### src/rtl/hangman_pkg.sv
// Shared types and constants for the hangman round controller.
// Optional streak bonus is enabled by defining HANGMAN_BONUS_EN.
package hangman_pkg;

    typedef enum logic [1:0] {
        ST_IDLE = 2'd0,
        ST_PLAY = 2'd1,
        ST_WON  = 2'd2,
        ST_LOST = 2'd3
    } state_e;

    // Keyboard code for "start"; it is also the first code past the letters.
    localparam logic [4:0] START_CODE   = 5'd26;
    localparam int         LETTER_W_DEF = 5;
    localparam int         LIVES_W      = 4;

endpackage

### src/rtl/hangman_lives.sv
// Lives counter for one hangman round; with HANGMAN_BONUS_EN a hit streak
// of STREAK_LEN restores one life (saturating at LIVES).
module hangman_lives
    import hangman_pkg::*;
#(
    parameter int LIVES      = 4,
    parameter int STREAK_LEN = 3
) (
    input  logic               clk,
    input  logic               reset,
    input  logic               restart_i,
    input  logic               hit_i,
    input  logic               miss_i,
    input  logic               win_i,
    output logic [LIVES_W-1:0] lives_o,
    output logic [LIVES_W-1:0] lives_next_o,
    output logic               bonus_o
);

    localparam logic [LIVES_W-1:0] LIVES_MAX = LIVES_W'(LIVES);

    logic [LIVES_W-1:0] lives_q, lives_d;

`ifdef HANGMAN_BONUS_EN
    localparam int            SW         = $clog2(STREAK_LEN + 1);
    localparam logic [SW-1:0] STREAK_TOP = SW'(STREAK_LEN);

    logic [SW-1:0] streak_q, streak_d;
    logic          grant, bonus_q;

    // NOTE: every always_comb output gets a default first so no latch is inferred.
    always_comb begin
        lives_d  = lives_q;
        streak_d = streak_q;
        grant    = 1'b0;
        if (miss_i) begin
            if (lives_q != '0) lives_d = lives_q - LIVES_W'(1);
            streak_d = '0;
        end else if (hit_i) begin
            streak_d = streak_q + SW'(1);
            // The winning hit ends the round, so no bonus is awarded on it.
            if (!win_i && streak_d == STREAK_TOP) begin
                grant    = 1'b1;
                streak_d = '0;
                if (lives_q != LIVES_MAX) lives_d = lives_q + LIVES_W'(1);
            end
        end
    end

    always_ff @(posedge clk) begin
        if (reset || restart_i) begin
            lives_q  <= LIVES_MAX;
            streak_q <= '0;
            bonus_q  <= 1'b0;
        end else begin
            lives_q  <= lives_d;
            streak_q <= streak_d;
            bonus_q  <= grant;
        end
    end

    assign bonus_o = bonus_q;
`else
    always_comb begin
        lives_d = lives_q;
        if (miss_i && lives_q != '0) lives_d = lives_q - LIVES_W'(1);
    end

    always_ff @(posedge clk) begin
        if (reset || restart_i) lives_q <= LIVES_MAX;
        else                    lives_q <= lives_d;
    end

    assign bonus_o = 1'b0;
`endif

    assign lives_o      = lives_q;
    assign lives_next_o = lives_d;

endmodule

### src/rtl/hangman_round_ctrl.sv
// Hangman round controller: IDLE/PLAY/WON/LOST flow, guessed-letter set and
// outcome pulses. Streak bonus lives are enabled by defining HANGMAN_BONUS_EN.
module hangman_round_ctrl
    import hangman_pkg::*;
#(
    parameter int ALPHABET   = int'(START_CODE),
    parameter int LETTER_W   = LETTER_W_DEF,
    parameter int LIVES      = 4,
    parameter int STREAK_LEN = 3
) (
    input  logic                clk,
    input  logic                reset,
    input  logic                start,
    input  logic [ALPHABET-1:0] word_mask,
    input  logic                key_valid,
    input  logic [LETTER_W-1:0] key_letter,
    output logic [1:0]          state,
    output logic [ALPHABET-1:0] guessed,
    output logic [ALPHABET-1:0] revealed,
    output logic [3:0]          lives_left,
    output logic                guess_hit,
    output logic                guess_miss,
    output logic                guess_repeat,
    output logic                bonus_life
);

    localparam logic [LETTER_W-1:0] CODE_LIMIT = LETTER_W'(ALPHABET);

    state_e              state_q;
    logic [ALPHABET-1:0] guessed_q, guessed_d, mask_q, letter_oh;
    logic                hit_q, miss_q, repeat_q;
    logic                restart, accept, is_repeat, is_hit, is_miss, won_d;
    logic [LIVES_W-1:0]  lives_next;

    always_comb begin
        letter_oh = {{(ALPHABET-1){1'b0}}, 1'b1} << key_letter;
        restart   = start && (state_q != ST_PLAY);
        // A start pulse always swallows a coincident key.
        accept    = (state_q == ST_PLAY) && key_valid && !start && (key_letter < CODE_LIMIT);
        is_repeat = accept && |(guessed_q & letter_oh);
        is_hit    = accept && !is_repeat && |(mask_q & letter_oh);
        is_miss   = accept && !is_repeat && !is_hit;
        guessed_d = (is_hit || is_miss) ? (guessed_q | letter_oh) : guessed_q;
        won_d     = (guessed_d & mask_q) == mask_q;
    end

    hangman_lives #(
        .LIVES      (LIVES),
        .STREAK_LEN (STREAK_LEN)
    ) u_lives (
        .clk          (clk),
        .reset        (reset),
        .restart_i    (restart),
        .hit_i        (is_hit),
        .miss_i       (is_miss),
        .win_i        (won_d),
        .lives_o      (lives_left),
        .lives_next_o (lives_next),
        .bonus_o      (bonus_life)
    );

    // NOTE: sequential state uses non-blocking assignments only.
    always_ff @(posedge clk) begin
        if (reset) begin
            state_q   <= ST_IDLE;
            guessed_q <= '0;
            mask_q    <= '0;
            hit_q     <= 1'b0;
            miss_q    <= 1'b0;
            repeat_q  <= 1'b0;
        end else begin
            hit_q    <= is_hit;
            miss_q   <= is_miss;
            repeat_q <= is_repeat;
            case (state_q)
                ST_PLAY: begin
                    guessed_q <= guessed_d;
                    // Terminal check sees this edge's guess; a full reveal beats zero lives.
                    if (won_d)                 state_q <= ST_WON;
                    else if (lives_next == '0) state_q <= ST_LOST;
                end
                default: begin
                    if (start) begin
                        state_q   <= ST_PLAY;
                        mask_q    <= word_mask;
                        guessed_q <= '0;
                    end
                end
            endcase
        end
    end

    assign state        = state_q;
    assign guessed      = guessed_q;
    assign revealed     = guessed_q & mask_q;
    assign guess_hit    = hit_q;
    assign guess_miss   = miss_q;
    assign guess_repeat = repeat_q;

endmodule
### config.mk
export PLATFORM = sky130hd
export DESIGN_NAME = hangman_round_ctrl
export DESIGN_NICKNAME = d
export VERILOG_FILES = /design/src/rtl/hangman_pkg.sv /design/src/rtl/hangman_lives.sv /design/src/rtl/hangman_round_ctrl.sv
export SDC_FILE = /design/constraint.sdc
export NUM_CORES = 1
export LEC_CHECK = 0
export ABC_AREA = 1
export CAP_MARGIN = 20
export CORE_ASPECT_RATIO = 1.2
export CORE_MARGIN = 5
export CORE_UTILIZATION = 27
export CTS_CLUSTER_SIZE = 20
export DETAILED_ROUTE_END_ITERATION = 12
export GPL_ROUTABILITY_DRIVEN = 0
export PLACE_DENSITY_LB_ADDON = 0.08
export SETUP_SLACK_MARGIN = 0.2
export SYNTH_ARGS = -nofsm -noshare
export SYNTH_HDL_FRONTEND = slang
export SYNTH_HIERARCHICAL = 1
export SYNTH_SLANG_ARGS = --single-unit
export TNS_END_PERCENT = 10
### constraint.sdc
create_clock -name clk -period 3.2 [get_ports clk]
set_input_delay 0.64 -clock clk [delete_from_list [all_inputs] [get_ports clk]]
set_output_delay 0.64 -clock clk [all_outputs]
set_load 0.01 [all_outputs]
== After elaboration in Yosys (flattened, before gate mapping) ==
Index checks and enable logic that the tools add are counted.

* $add $sub $neg: 1
* Magnitude comparators: 1
* Equality and inequality tests: 4
* Shifts and indexed selects: 1
* Multiplexer cells: 8
* Bitwise gates (word level): 6
* Reduce and logical (&&, ||, !) cells: 21

{| class="wikitable"
|+ Operators by type and width
! operator !! number
|-
| 26-bit AND || 4
|-
| 26-bit 2-to-1 mux || 3
|-
| 26-bit OR reduction || 2
|-
| 26-bit == test || 1
|-
| 26-bit OR || 1
|-
| 1-bit by 5-bit left shift with 26-bit output, first input constant || 1
|-
| 1-bit logical AND || 9
|-
| 2-bit 2-to-1 mux || 4
|-
| 5-bit < comparator, second input constant || 1
|-
| 4-bit logical NOT || 1
|-
| 4-bit 2-to-1 mux || 1
|-
| 2-bit AND reduction || 2
|-
| 4-bit nonzero test || 1
|-
| 4-bit by 1-bit subtractor with 4-bit output, second input constant || 1
|-
| 1-bit logical NOT || 3
|-
| 3-bit by 1-bit != test with 1-bit output, second input constant || 1
|-
| 2-bit by 1-bit == test with 1-bit output, second input constant || 1
|-
| 1-bit logical OR || 2
|-
| 2-bit by 1-bit != test with 1-bit output, second input constant || 1
|-
| 2-bit nonzero test || 1
|-
| 1-bit inverter || 1
|}

* Bits in registers: 61
* Input port bits: 35
* Output and inout bits: 62
* Word-level logic and storage cells: 49

== Depth between registers and ports, before layout ==
Gate-level depths: netlist of the first run.

* Word-level depth: 16
* Gate-level depth with buffers: 22
* Depth with buffers taken out: 21

== Modules after synthesis ==
Netlist of the first run, hierarchy kept.

{| class="wikitable"
|+ By module, submodules not included
! module !! times used !! cells each !! area each (µm²) !! sequential area each (µm²)
|-
| hangman_round_ctrl || 1 || 528 || 3349.5 || 1141.1
|-
| hangman_lives || 1 || 40 || 271.5 || 80.1
|}

== Worst setup path before layout of the first run ==
No wires, ideal clock.

* Kind: input-to-reg
* From: input key_letter[3]
* To: register state_q[1] (netlist: state[1])
* Library setup time: 132 ps
* Arrival: 2924 ps
* Data required time: 3068 ps
* Slack: 144 ps
* Cell stages on the path: 20
* Path buffers: 2
* Path through: buf_4 > inv_1 > buf_2 > nand2_1 > nor2_1 > o2bb2ai_1 > a221oi_1 > nand2_1 > a221oi_1 > nand4_1 > nor2_1 > nand2_4 > o21ai_1 > inv_1 > nor4_1 > nor2_1 > nand2_1 > nand2_1 > nand2_1 > a21oi_1

* Elaborated cells on any way between the ends: 25
* Classes of those cells: order compare: 1; eq/ne: 2; shift: 1; mux: 4; bitwise: 4; reduce/logical: 13

{| class="wikitable"
|+ RTL lines
! what !! RTL line !! text
|-
| from (decl) || hangman_round_ctrl.sv:16 || <nowiki>input logic [LETTER_W-1:0] key_letter,</nowiki>
|-
| 1-bit by 5-bit left shift with 26-bit output || hangman_round_ctrl.sv:36 || <nowiki>letter_oh = {{(ALPHABET-1){1'b0}}, 1'b1} << key_letter;</nowiki>
|-
| 26-bit AND || hangman_round_ctrl.sv:40 || <nowiki>is_repeat = accept && |(guessed_q & letter_oh);</nowiki>
|-
| 26-bit OR reduction || hangman_round_ctrl.sv:40 ||
|-
| 1-bit logical AND || hangman_round_ctrl.sv:40 ||
|-
| 1-bit logical NOT || hangman_round_ctrl.sv:41, hangman_round_ctrl.sv:42 ||
|-
| 1-bit logical AND || hangman_round_ctrl.sv:41, hangman_round_ctrl.sv:42 ||
|-
| 1-bit logical AND || hangman_round_ctrl.sv:41 || <nowiki>is_hit = accept && !is_repeat && |(mask_q & letter_oh);</nowiki>
|-
| 1-bit logical NOT || hangman_round_ctrl.sv:42 || <nowiki>is_miss = accept && !is_repeat && !is_hit;</nowiki>
|-
| 1-bit logical AND * || hangman_round_ctrl.sv:42 ||
|-
| via is_miss || hangman_round_ctrl.sv:32 || <nowiki>logic restart, accept, is_repeat, is_hit, is_miss, won_d;</nowiki>
|-
| 1-bit logical AND * || hangman_lives.sv:66 || <nowiki>if (miss_i && lives_q != '0) lives_d = lives_q - LIVES_W'(1);</nowiki>
|-
| 4-bit 2-to-1 mux * || hangman_lives.sv:66 ||
|-
| via lives_next[1] || hangman_round_ctrl.sv:33 || <nowiki>logic [LIVES_W-1:0] lives_next;</nowiki>
|-
| 4-bit logical NOT * || hangman_round_ctrl.sv:80 || <nowiki>else if (lives_next == '0) state_q <= ST_LOST;</nowiki>
|-
| 3-bit by 1-bit != test with 1-bit output (no source line) * || n/a ||
|-
| 2-bit AND reduction (no source line) * || n/a ||
|-
| to (signal assigned) || hangman_round_ctrl.sv:79 || <nowiki>if (won_d) state_q <= ST_WON;</nowiki>
|-
| to (signal assigned) || hangman_round_ctrl.sv:80 ||
|-
| to (signal assigned) || hangman_round_ctrl.sv:84 || <nowiki>state_q <= ST_PLAY;</nowiki>
|-
| to (decl) || hangman_round_ctrl.sv:29 || <nowiki>state_e state_q;</nowiki>
|}

Mark *: on every way through the listed nets, which the timed path passes. The rest lies on a longest branch.
A chain may end at the register's enable or synchronous reset.

== Worst setup path after layout of the first run ==
* From: input key_letter[0]
* To: register state_q[1] (netlist: state[1])

The elaborated chain is that of the path after synthesis.

==> impl_metrics.csv, run 1 <==
group,metric,value,unit
status,result_of_the_run,"finished clean",
pwr,comb_power_share,16.9,%
clock_tree,cts.clk_slew.worst_paths,0.05,ns
cells_and_area,area_growth,59.2,%
critical_path,critPathSlowestCell,"sky130_fd_sc_hd__nor4_2",
floorplanning,die_height,137,µm
floorplanning,start_util,27.4,%
critical_path,critPathMaxStageDelay,0.27,ns
critical_path,worst_setup_path_start_kind,"input pin",
cells_and_area,drive_above_1_share,20.3,%
critical_path,critPathTopFamily,"simple AND/OR/NAND/NOR gates",
timing,worst_slew_pin_slew,0.993,ns
critical_path,crit_chain,"clkbuf_4 > buf_4 > nand2_4 > nor3_1 > a22o_1 > a221oi_2 > nand2_1 > a221oi_2 > nand4_1 > nor2_4 > nand2_4 > nand2_2 > nand2_1 > nor4_2 > nor2_1 > nand2_1 > nand2_1 > nand2_1 > a21oi_1",
clock_tree,clock-root-buffer,"sky130_fd_sc_hd__clkbuf_16",
placement,port_buffers,95,
timing,finalSetupViolCount,0,
timing,postLayoutSetupSlackWorst,0.367,ns
pwr,power.static_leakage,2.52,nW
critical_path,path_max_fanout,6,
clock_tree,cts_tree,"built",
timing,fmaxAchievable,353,MHz
critical_path,crit_buf_inv,2,
route,drt_iter0_drc,221,
pwr,power.share.sequential,39.4,%
pwr,power.density_cell_area,375,mW/mm²
timing,finalHoldWorstSlack,0.476,ns
route,drt_drc_violations_left,0,
timing,max_slew_margin,33.7,%
timing,rsz0062_at_grt,"no",
cells_and_area,layout.nets,771,
global_route,grt_remaining_overflow,0,
timing,timing.final.max_slew_violations,0,
pwr,sw_ratio,27.2,%
route,wl_met1,5.88,mm
pwr,total_switching_power,586,µW
logic_synthesis,yosysWarningCount,6,
timing,final.min_clock_period,2.83,ns
logic_synthesis,syn_area,0.00361,mm²
route,routed_wire_length,13.9,mm
floorplanning,dieArea,0.0158,mm²
global_route,grt_start_max_net_pins,31,
clock_tree,htree_num_levels,3,
global_route,global_route.usage.total,18.0,%
route,vias_per_cell,4.74,
pwr,power.share.clock,43.7,%
cells_and_area,number_of_diodes_added_for_antenna_fixing,0,
route,wl_met3,814,µm
route,routed-via-count,4291,
global_route,number_of_antenna_violations_at_the_first_check_in_global_routing,0,
timing,fin_worst_skew,0.00781,ns
logic_synthesis,post_synth.cell_area_avg,6.38,µm²
pwr,internal-power,1.57,mW
clock_tree,clock_path_buffers,2,
critical_path,worst-endpoint-required,3.39,ns
critical_path,worst-setup-path-type,"in -> reg",
floorplanning,num_io_pins,97,
placement,dp_hpwl,10.6,mm
route,ant_nets,0,
route,top_signal_layer_used,"met4",
timing,timing.final.crit_share,88.5,%
route,dr_wl_met2,7.01,mm
placement,pre_cts_ws,-0.614,ns
timing,timing_hold_violations_final,0,
route,wl_per_cell,15.4,µm
global_route,grt_pass1_vias,4271,
logic_synthesis,synthCells,566,
worst_hold_path,hold_path_class,"reg -> reg",
critical_path,critPathMostFrequentCell,"sky130_fd_sc_hd__nand2_1",
route,first_pass_iters,4,
clock_tree,cts_sinks,61,
critical_path,critical_path_arrival,3.03,ns
floorplanning,core.rowCount,46,
critical_path,endpoint_kind,"flip-flop",
global_route,grt_first_pass_wirelength,22.1,mm
clock_tree,cts_buffers,9,
clock_tree,ctsHoldBuffers,0,
logic_synthesis,postSynthNetCount,602,
pwr,max-vdd-ir-drop,0.000171,V
floorplanning,fp.dieW,116,µm
clock_tree,worstSkewPairLatency,0.33,ns
floorplanning,core_outline_area,0.0132,mm²
job,drv.max_cap_violation_count,0,
==> power by group through the flow <==
stage | sequential, mW | clock, mW | combinational [mW]
4_1_cts | 0.847 | 0.970 | 0.352
2_1_floorplan | 0.846 | 0 | 0.186
3_3_place_gp | 0.862 | 0 | 0.347
3_5_place_dp | 0.862 | 0 | 0.348
6_report | 0.849 | 0.941 | 0.365
5_1_grt | 0.854 | 1.01 | 0.406
==> path summary, 6_finish.rpt <==
kind	start	to	slack, ns	cells after the start
setup / recovery	key_letter[0]	state[1]	0.37	19
hold / removal	state[0]	state[0]	0.48	2
setup reg to reg	mask_q[16]	state[1]	0.71	15
hold reg to reg	state[0]	state[0]	0.48	2
==> what timing repair did <==
item	CTS	global route
pin swaps	5	16
gates cloned	0	0
setup endpoints to repair	2	2
buffers inserted	1	0
gates resized for setup	18	42
==> cell usage in the layout, fill, tap and decap left out <==
cell and n:
sky130_fd_sc_hd__a2111oi_4 1, sky130_fd_sc_hd__a21oi_1 7, sky130_fd_sc_hd__a21oi_2 2, sky130_fd_sc_hd__a221oi_1 27, sky130_fd_sc_hd__a221oi_2 4, sky130_fd_sc_hd__a22o_1 3
sky130_fd_sc_hd__buf_12 1, sky130_fd_sc_hd__buf_2 1, sky130_fd_sc_hd__buf_4 89, sky130_fd_sc_hd__buf_6 4, sky130_fd_sc_hd__bufinv_16 1, sky130_fd_sc_hd__clkbuf_1 2
sky130_fd_sc_hd__clkbuf_16 9, sky130_fd_sc_hd__clkbuf_2 1, sky130_fd_sc_hd__clkbuf_4 1, sky130_fd_sc_hd__clkbuf_8 1, sky130_fd_sc_hd__clkdlybuf4s50_1 90, sky130_fd_sc_hd__clkinv_2 1
sky130_fd_sc_hd__conb_1 1, sky130_fd_sc_hd__dfxtp_1 61, sky130_fd_sc_hd__ha_1 1, sky130_fd_sc_hd__inv_1 76, sky130_fd_sc_hd__inv_2 7, sky130_fd_sc_hd__inv_4 1
sky130_fd_sc_hd__nand2_1 129, sky130_fd_sc_hd__nand2_2 4, sky130_fd_sc_hd__nand2_4 2, sky130_fd_sc_hd__nand2_8 1, sky130_fd_sc_hd__nand3_1 35, sky130_fd_sc_hd__nand3_2 5
sky130_fd_sc_hd__nand3_4 1, sky130_fd_sc_hd__nand4_1 37, sky130_fd_sc_hd__nor2_1 85, sky130_fd_sc_hd__nor2_2 6, sky130_fd_sc_hd__nor2_4 4, sky130_fd_sc_hd__nor3_1 5
sky130_fd_sc_hd__nor4_2 1, sky130_fd_sc_hd__o21ai_0 27, sky130_fd_sc_hd__o21ai_4 2, sky130_fd_sc_hd__o2bb2ai_1 2
==> sequential cells by signal (all words and copies together) (netlist names) <==
name,flops
guess_hit,1
mask_q,26
u_lives/lives_o,4
state,2
guess_miss,1
guess_repeat,1
guessed,26
==> per-stage QoR <==
| step | cells | cell area [µm²] | utilization, % | setup TNS, ns | power, mW |
|---|---|---|---|---|---|
| 4_1_cts | 906 | 5640 | 42.8 | 0 | 2.17 |
| 3_3_place_gp | 891 | 5330 | 40.4 | -1.12 | 1.21 |
| 6_report | 906 | 5750 | 43.6 | 0 | 2.15 |
| 5_1_grt | 906 | 5750 | 43.6 | 0 | 2.27 |
| 2_1_floorplan | 566 | 3620 | - | 0 | 1.03 |
| 3_5_place_dp | 891 | 5330 | 40.4 | -1.42 | 1.21 |
==> worst register-to-register path, delay by kind of cell (launching register included) <==
kind	cells	cell delay, ns
AND/OR/NAND/NOR	11	1.31
AO/OA/AOI/OAI	4	0.68
flip-flops	1	0.34
==> final cells by class <==
type | count | area [µm²]
Inverter | 84 | 318
Clock buffer | 12 | 246
Tap cell | 168 | 210
Sequential cell | 61 | 1220
Timing Repair Buffer | 187 | 1650
Multi-Input combinational cell | 392 | 2070
Fill cell | 1440 | 7430
Clock inverter | 2 | 35.0
==> metal layers <==
| layer | track usage, % | up-vias |
|---|---|---|
| met5 | 0 | - |
| met4 | 4.50 | 0 |
| met3 | 3.67 | 11 |
| met2 | 31.6 | 95 |
| met1 | 22.4 | 1975 |
| li1 | - | 2210 |
(Power assumes the default switching activity.)
==> run 2, diff against run 1 <==
CORE_UTILIZATION = 44   (was 27)
==> impl_metrics.csv, run 2 (synthesis results as in run 1) <==
group,metric,value,unit
route,routed-via-count,4487,
route,ant_nets,0,
timing,timing.final.max_slew_violations,0,
global_route,grt_remaining_overflow,0,
clock_tree,cts_tree,"built",
placement,port_buffers,95,
critical_path,path_max_fanout,5,
clock_tree,cts_sinks,61,
critical_path,critPathMaxStageDelay,0.37,ns
pwr,total_switching_power,569,µW
floorplanning,num_io_pins,97,
floorplanning,core_outline_area,0.00806,mm²
clock_tree,clock-root-buffer,"sky130_fd_sc_hd__clkbuf_8",
timing,fmaxAchievable,349,MHz
worst_hold_path,hold_path_class,"reg -> reg",
timing,fin_worst_skew,0.0175,ns
route,routed_wire_length,12.5,mm
pwr,power.static_leakage,2.43,nW
cells_and_area,number_of_diodes_added_for_antenna_fixing,0,
clock_tree,clock_path_buffers,2,
critical_path,crit_chain,"buf_2 > buf_4 > nand3_2 > nor2_1 > nand2_1 > nand4_1 > a2111oi_4 > buf_4 > nand4_1 > nor2_2 > nand2_4 > o21ai_2 > inv_1 > nor4_2 > nor2_1 > nand2_1 > nand2_2 > nand2_1 > a21oi_1",
clock_tree,cts_buffers,9,
timing,timing_hold_violations_final,0,
critical_path,critPathTopFamily,"simple AND/OR/NAND/NOR gates",
cells_and_area,layout.nets,765,
timing,finalHoldWorstSlack,0.502,ns
route,drt_iter0_drc,256,
timing,postLayoutSetupSlackWorst,0.337,ns
cells_and_area,drive_above_1_share,19.8,%
floorplanning,dieArea,0.0101,mm²
critical_path,worst-setup-path-type,"in -> reg",
clock_tree,htree_num_levels,3,
critical_path,worst-endpoint-required,3.42,ns
placement,pre_cts_ws,-0.758,ns
floorplanning,fp.dieW,92.7,µm
timing,final.min_clock_period,2.86,ns
timing,finalSetupViolCount,0,
cells_and_area,final.fill_count,724,
clock_tree,ctsHoldBuffers,0,
pwr,sw_ratio,31.7,%
timing,worst_slew_pin_slew,0.998,ns
global_route,grt_pass1_vias,4355,
route,vias_per_cell,5.41,
timing,rsz0062_at_grt,"no",
pwr,max-vdd-ir-drop,0.000235,V
floorplanning,core.rowCount,36,
critical_path,endpoint_kind,"flip-flop",
critical_path,critical_path_arrival,3.08,ns
clock_tree,worstSkewPairLatency,0.35,ns
clock_tree,cts.clk_slew.worst_paths,0.07,ns
pwr,internal-power,1.23,mW
floorplanning,die_height,109,µm
cells_and_area,area_growth,51.1,%
critical_path,worst_setup_path_start_kind,"input pin",
cells_and_area,most-common-layout-cells,"sky130_fd_sc_hd__nand2_1, sky130_fd_sc_hd__clkdlybuf4s50_1, sky130_fd_sc_hd__nor2_1",
timing,max_slew_margin,33.4,%
pwr,comb_power_share,19.4,%
global_route,grt_start_max_net_pins,31,
critical_path,critPathSlowestCell,"sky130_fd_sc_hd__a2111oi_4",
critical_path,crit_buf_inv,4,
floorplanning,start_util,44.8,%
pwr,power.density_cell_area,329,mW/mm²
pwr,power.share.sequential,47.1,%
placement,dp_hpwl,9.35,mm
placement,place_area,0.00518,mm²
job,drv.max_cap_violation_count,0,
route,first_pass_iters,5,
status,result_of_the_run,"finished clean",
pwr,power.share.clock,33.5,%
timing,timing.final.crit_share,89.5,%
route,wl_per_cell,15.1,µm
global_route,global_route.usage.total,25.4,%
route,drt_drc_violations_left,0,
timing,timing.setup.tns,0,ns
global_route,grt_first_pass_wirelength,20.6,mm
cells_and_area,fin_area,0.00546,mm²
global_route,number_of_antenna_violations_at_the_first_check_in_global_routing,0,
critical_path,critPathMostFrequentCell,"sky130_fd_sc_hd__nand2_1",
cells_and_area,mostFrequentLayoutCell,"sky130_fd_sc_hd__nand2_1",
-- run 2: worst reg2reg max path, delay by kind of cell, from the launching register on --
kind	cells	cell delay (ns)
buffers and inverters	1	0.06
AND/OR/NAND/NOR	9	1.10
AO/OA/AOI/OAI	5	0.87
flip-flops	1	0.35
-- run 2: worst paths after layout --
check	start	to	slack (ns)	depth (start not counted)
max	key_letter[1]	state[1]	0.34	19
min	state[0]	state[0]	0.50	2
min reg2reg	state[0]	state[0]	0.50	2
max reg2reg	mask_q[16]	state[1]	0.70	15
-- run 2: timing repair --
action	in CTS	in global routing
resized for setup	18	26
pin swaps	10	12
endpoints found under the setup margin	5	2
buffers inserted	3	1
-- run 2: per-stage QoR --
stage / total power [mW] / util, % / std cells
global route: 1.87 / 67.7 / 829
CTS: 1.79 / 67.2 / 828
floorplan: 1.03 / - / 566
detailed placement: 1.19 / 64.3 / 809
global placement: 1.18 / 64.3 / 809
finish: 1.79 / 67.7 / 829
-- run 2: power groups by stage --
stage | logic [mW] | registers (mW) | clock network (mW)
4_1_cts | 0.341 | 0.844 | 0.606
5_1_grt | 0.383 | 0.851 | 0.641
3_5_place_dp | 0.333 | 0.860 | 0
2_1_floorplan | 0.186 | 0.846 | 0
3_3_place_gp | 0.325 | 0.859 | 0
6_report | 0.348 | 0.846 | 0.601
-- run 2: area by class of cell --
cell class / count / area [µm²] / share of cell area, %
multi-input cells: 392 / 2030 / 37.2
clock buffers: 10 / 128 / 2.34
inverters: 84 / 318 / 5.82
well taps: 95 / 119 / 2.18
repair buffers: 181 / 1600 / 29.4
clock inverters: 6 / 40.0 / 0.733
flip-flops and latches: 61 / 1220 / 22.4
-- run 2: routing by layer --
metal | vias to the layer above | GRT usage (%) | wire (µm)
met3 | 40 | 5.87 | 835
met5 | - | 0 | 0
met2 | 193 | 45.0 | 6140
met1 | 2059 | 29.3 | 5050
li1 | 2195 | - | -
met4 | 0 | 10.7 | 513
==> run 3, diff against run 2 <==
CELL_PAD_IN_SITES_DETAIL_PLACEMENT = 0   (was unset)
CELL_PAD_IN_SITES_GLOBAL_PLACEMENT = 1   (was unset)
CORE_UTILIZATION = 30   (was 44)
CTS_CLUSTER_SIZE = 30   (was 20)
==> impl_metrics.csv, run 3 (synthesis results as in run 1) <==
group,metric,value,unit
pwr,internal-power,1.73,mW
global_route,grt_pass1_vias,4355,
route,drt_iter0_drc,217,
cells_and_area,layout.nets,781,
critical_path,path_max_fanout,6,
timing,postLayoutSetupSlackWorst,0.371,ns
critical_path,crit_chain,"buf_2 > buf_4 > nand3_1 > nor2_1 > a22o_1 > a2111oi_4 > buf_4 > nand4_1 > nor2_2 > nand2_4 > o21ai_4 > inv_1 > nor4_2 > nor2_1 > nand2_2 > nand2_2 > nand2_2 > a21oi_2",
critical_path,worst-endpoint-required,3.41,ns
worst_hold_path,hold_path_class,"reg -> reg",
timing,fin_worst_skew,0.00578,ns
clock_tree,clock-root-buffer,"sky130_fd_sc_hd__clkbuf_16",
route,routed_wire_length,13.9,mm
pwr,power.share.clock,47.7,%
critical_path,critPathMostFrequentCell,"sky130_fd_sc_hd__nand2_2",
clock_tree,cts.clk_slew.worst_paths,0.05,ns
global_route,grt_remaining_overflow,0,
floorplanning,fp.dieW,110,µm
route,ant_nets,0,
placement,port_buffers,95,
timing,final.min_clock_period,2.83,ns
placement,dp_hpwl,10.5,mm
critical_path,endpoint_kind,"flip-flop",
route,routed-via-count,4439,
pwr,max-vdd-ir-drop,0.000227,V
timing,finalSetupViolCount,0,
floorplanning,start_util,30.2,%
clock_tree,cts_sinks,61,
job,drv.max_cap_violation_count,0,
timing,timing_hold_violations_final,0,
clock_tree,cts_tree,"built",
global_route,number_of_antenna_violations_at_the_first_check_in_global_routing,0,
cells_and_area,area_growth,62.7,%
pwr,power.share.sequential,36.4,%
pwr,finalPower,2.34,mW
floorplanning,core.rowCount,44,
floorplanning,die_height,130,µm
global_route,grt_start_max_net_pins,31,
critical_path,critical_path_arrival,3.03,ns
clock_tree,ctsHoldBuffers,0,
timing,timing.final.crit_share,88.4,%
placement,placed_cells_incl_taps,886,
critical_path,worst_setup_path_start_kind,"input pin",
clock_tree,cts_buffers,9,
timing,worst_slew_pin_slew,1.01,ns
timing,fmaxAchievable,353,MHz
cells_and_area,mostFrequentLayoutCell,"sky130_fd_sc_hd__nand2_1",
cells_and_area,drive_above_1_share,22.5,%
route,vias_per_cell,4.87,
critical_path,critPathMaxStageDelay,0.31,ns
critical_path,critPathSlowestCell,"sky130_fd_sc_hd__a2111oi_4",
pwr,sw_ratio,26.1,%
global_route,grt_first_pass_wirelength,22.1,mm
pwr,comb_power_share,15.9,%
timing,rsz0062_at_grt,"no",
placement,pre_cts_ws,-0.754,ns
global_route,global_route.usage.total,19.9,%
critical_path,worst-r2r-setup-slack,0.68,ns
status,result_of_the_run,"finished clean",
floorplanning,dieArea,0.0143,mm²
clock_tree,htree_num_levels,3,
clock_tree,clock_path_buffers,2,
cells_and_area,most-common-layout-cells,"sky130_fd_sc_hd__nand2_1, sky130_fd_sc_hd__buf_4, sky130_fd_sc_hd__clkdlybuf4s50_1",
floorplanning,num_io_pins,97,
timing,timing.final.max_slew_violations,0,
cells_and_area,final_cell_count_no_fill,911,
cells_and_area,number_of_diodes_added_for_antenna_fixing,0,
route,wl_per_cell,15.2,µm
pwr,power.density_cell_area,397,mW/mm²
critical_path,worst-setup-path-type,"in -> reg",
pwr,power.static_leakage,2.61,nW
route,first_pass_iters,5,
floorplanning,core_outline_area,0.0119,mm²
pwr,total_switching_power,610,µW
route,drt_drc_violations_left,0,
timing,max_slew_margin,32.7,%
clock_tree,worstSkewPairLatency,0.33,ns
## run 3: cell types whose count changed in the layout (fill, tap and decap cells not counted), moves of 2 or more
cell,delta
sky130_fd_sc_hd__nand2_4,+2
sky130_fd_sc_hd__clkinv_4,-2
sky130_fd_sc_hd__nand2_2,+2
sky130_fd_sc_hd__buf_6,+4
sky130_fd_sc_hd__clkinv_2,-2
sky130_fd_sc_hd__nand2_1,-3
sky130_fd_sc_hd__clkbuf_16,+9
sky130_fd_sc_hd__bufinv_16,+2
sky130_fd_sc_hd__buf_4,+13
sky130_fd_sc_hd__clkbuf_8,-5
## run 3: power groups by stage
| stage | clock [mW] | sequential [mW] | combinational (mW) |
|---|---|---|---|
| after CTS | 1.14 | 0.849 | 0.362 |
| after global placement | 0 | 0.863 | 0.346 |
| after floorplan | 0 | 0.846 | 0.186 |
| final | 1.12 | 0.849 | 0.372 |
| after detailed placement | 0 | 0.863 | 0.350 |
| after global routing | 1.18 | 0.855 | 0.415 |
## run 3: metal layers
layer	share of wire [%]	track usage (%)
met4	2.2	6.30
met2	51	35.0
met1	43	24.5
met5	0	0
met3	4.5	3.61
## run 3: stage by stage
| stage | area, µm² | utilization, % | TNS [ns] | hold WS, ns |
|---|---|---|---|---|
| floorplan | 3620 | - | 0 | 0.457 |
| global placement | 5340 | 44.7 | -1.78 | 0.468 |
| detailed placement | 5340 | 44.7 | -2.38 | 0.472 |
| CTS | 5810 | 48.7 | 0 | 0.481 |
| global route | 5880 | 49.2 | 0 | 0.514 |
| finish | 5880 | 49.2 | 0 | 0.477 |
## run 3: what timing repair did
action | 4_1_cts | 5_1_grt
pin swaps | 20 | 14
endpoints found under the setup margin | 5 | 2
buffers inserted | 9 | 0
gates resized for setup | 22 | 37
gates cloned | 0 | 0
hold endpoints to repair | 0 | 0
## run 3: worst paths after layout
kind | cells past startpoint | startpoint | end
worst min-delay path | 2 | state[0] | state[0]
worst min register to register | 2 | state[0] | state[0]
worst max register to register | 17 | state[0] | state[1]
worst max-delay path | 18 | key_letter[2] | state[1]
## run 3: final cells by class
class | count | area, µm²
Fill cell | 1261 | 6070
Multi-Input combinational cell | 392 | 2060
Timing Repair Buffer | 197 | 1730
Sequential cell | 61 | 1220
Inverter | 84 | 318
Clock buffer | 13 | 280
Tap cell | 161 | 201
Clock inverter | 3 | 65.1
## run 3: worst max-delay path: cells and delay by family
kind,cells,cell delay (ns)
AOI/OAI and AO/OA,4,0.72
buffers and inverters,4,0.53
and+or+nand+nor,10,1.12
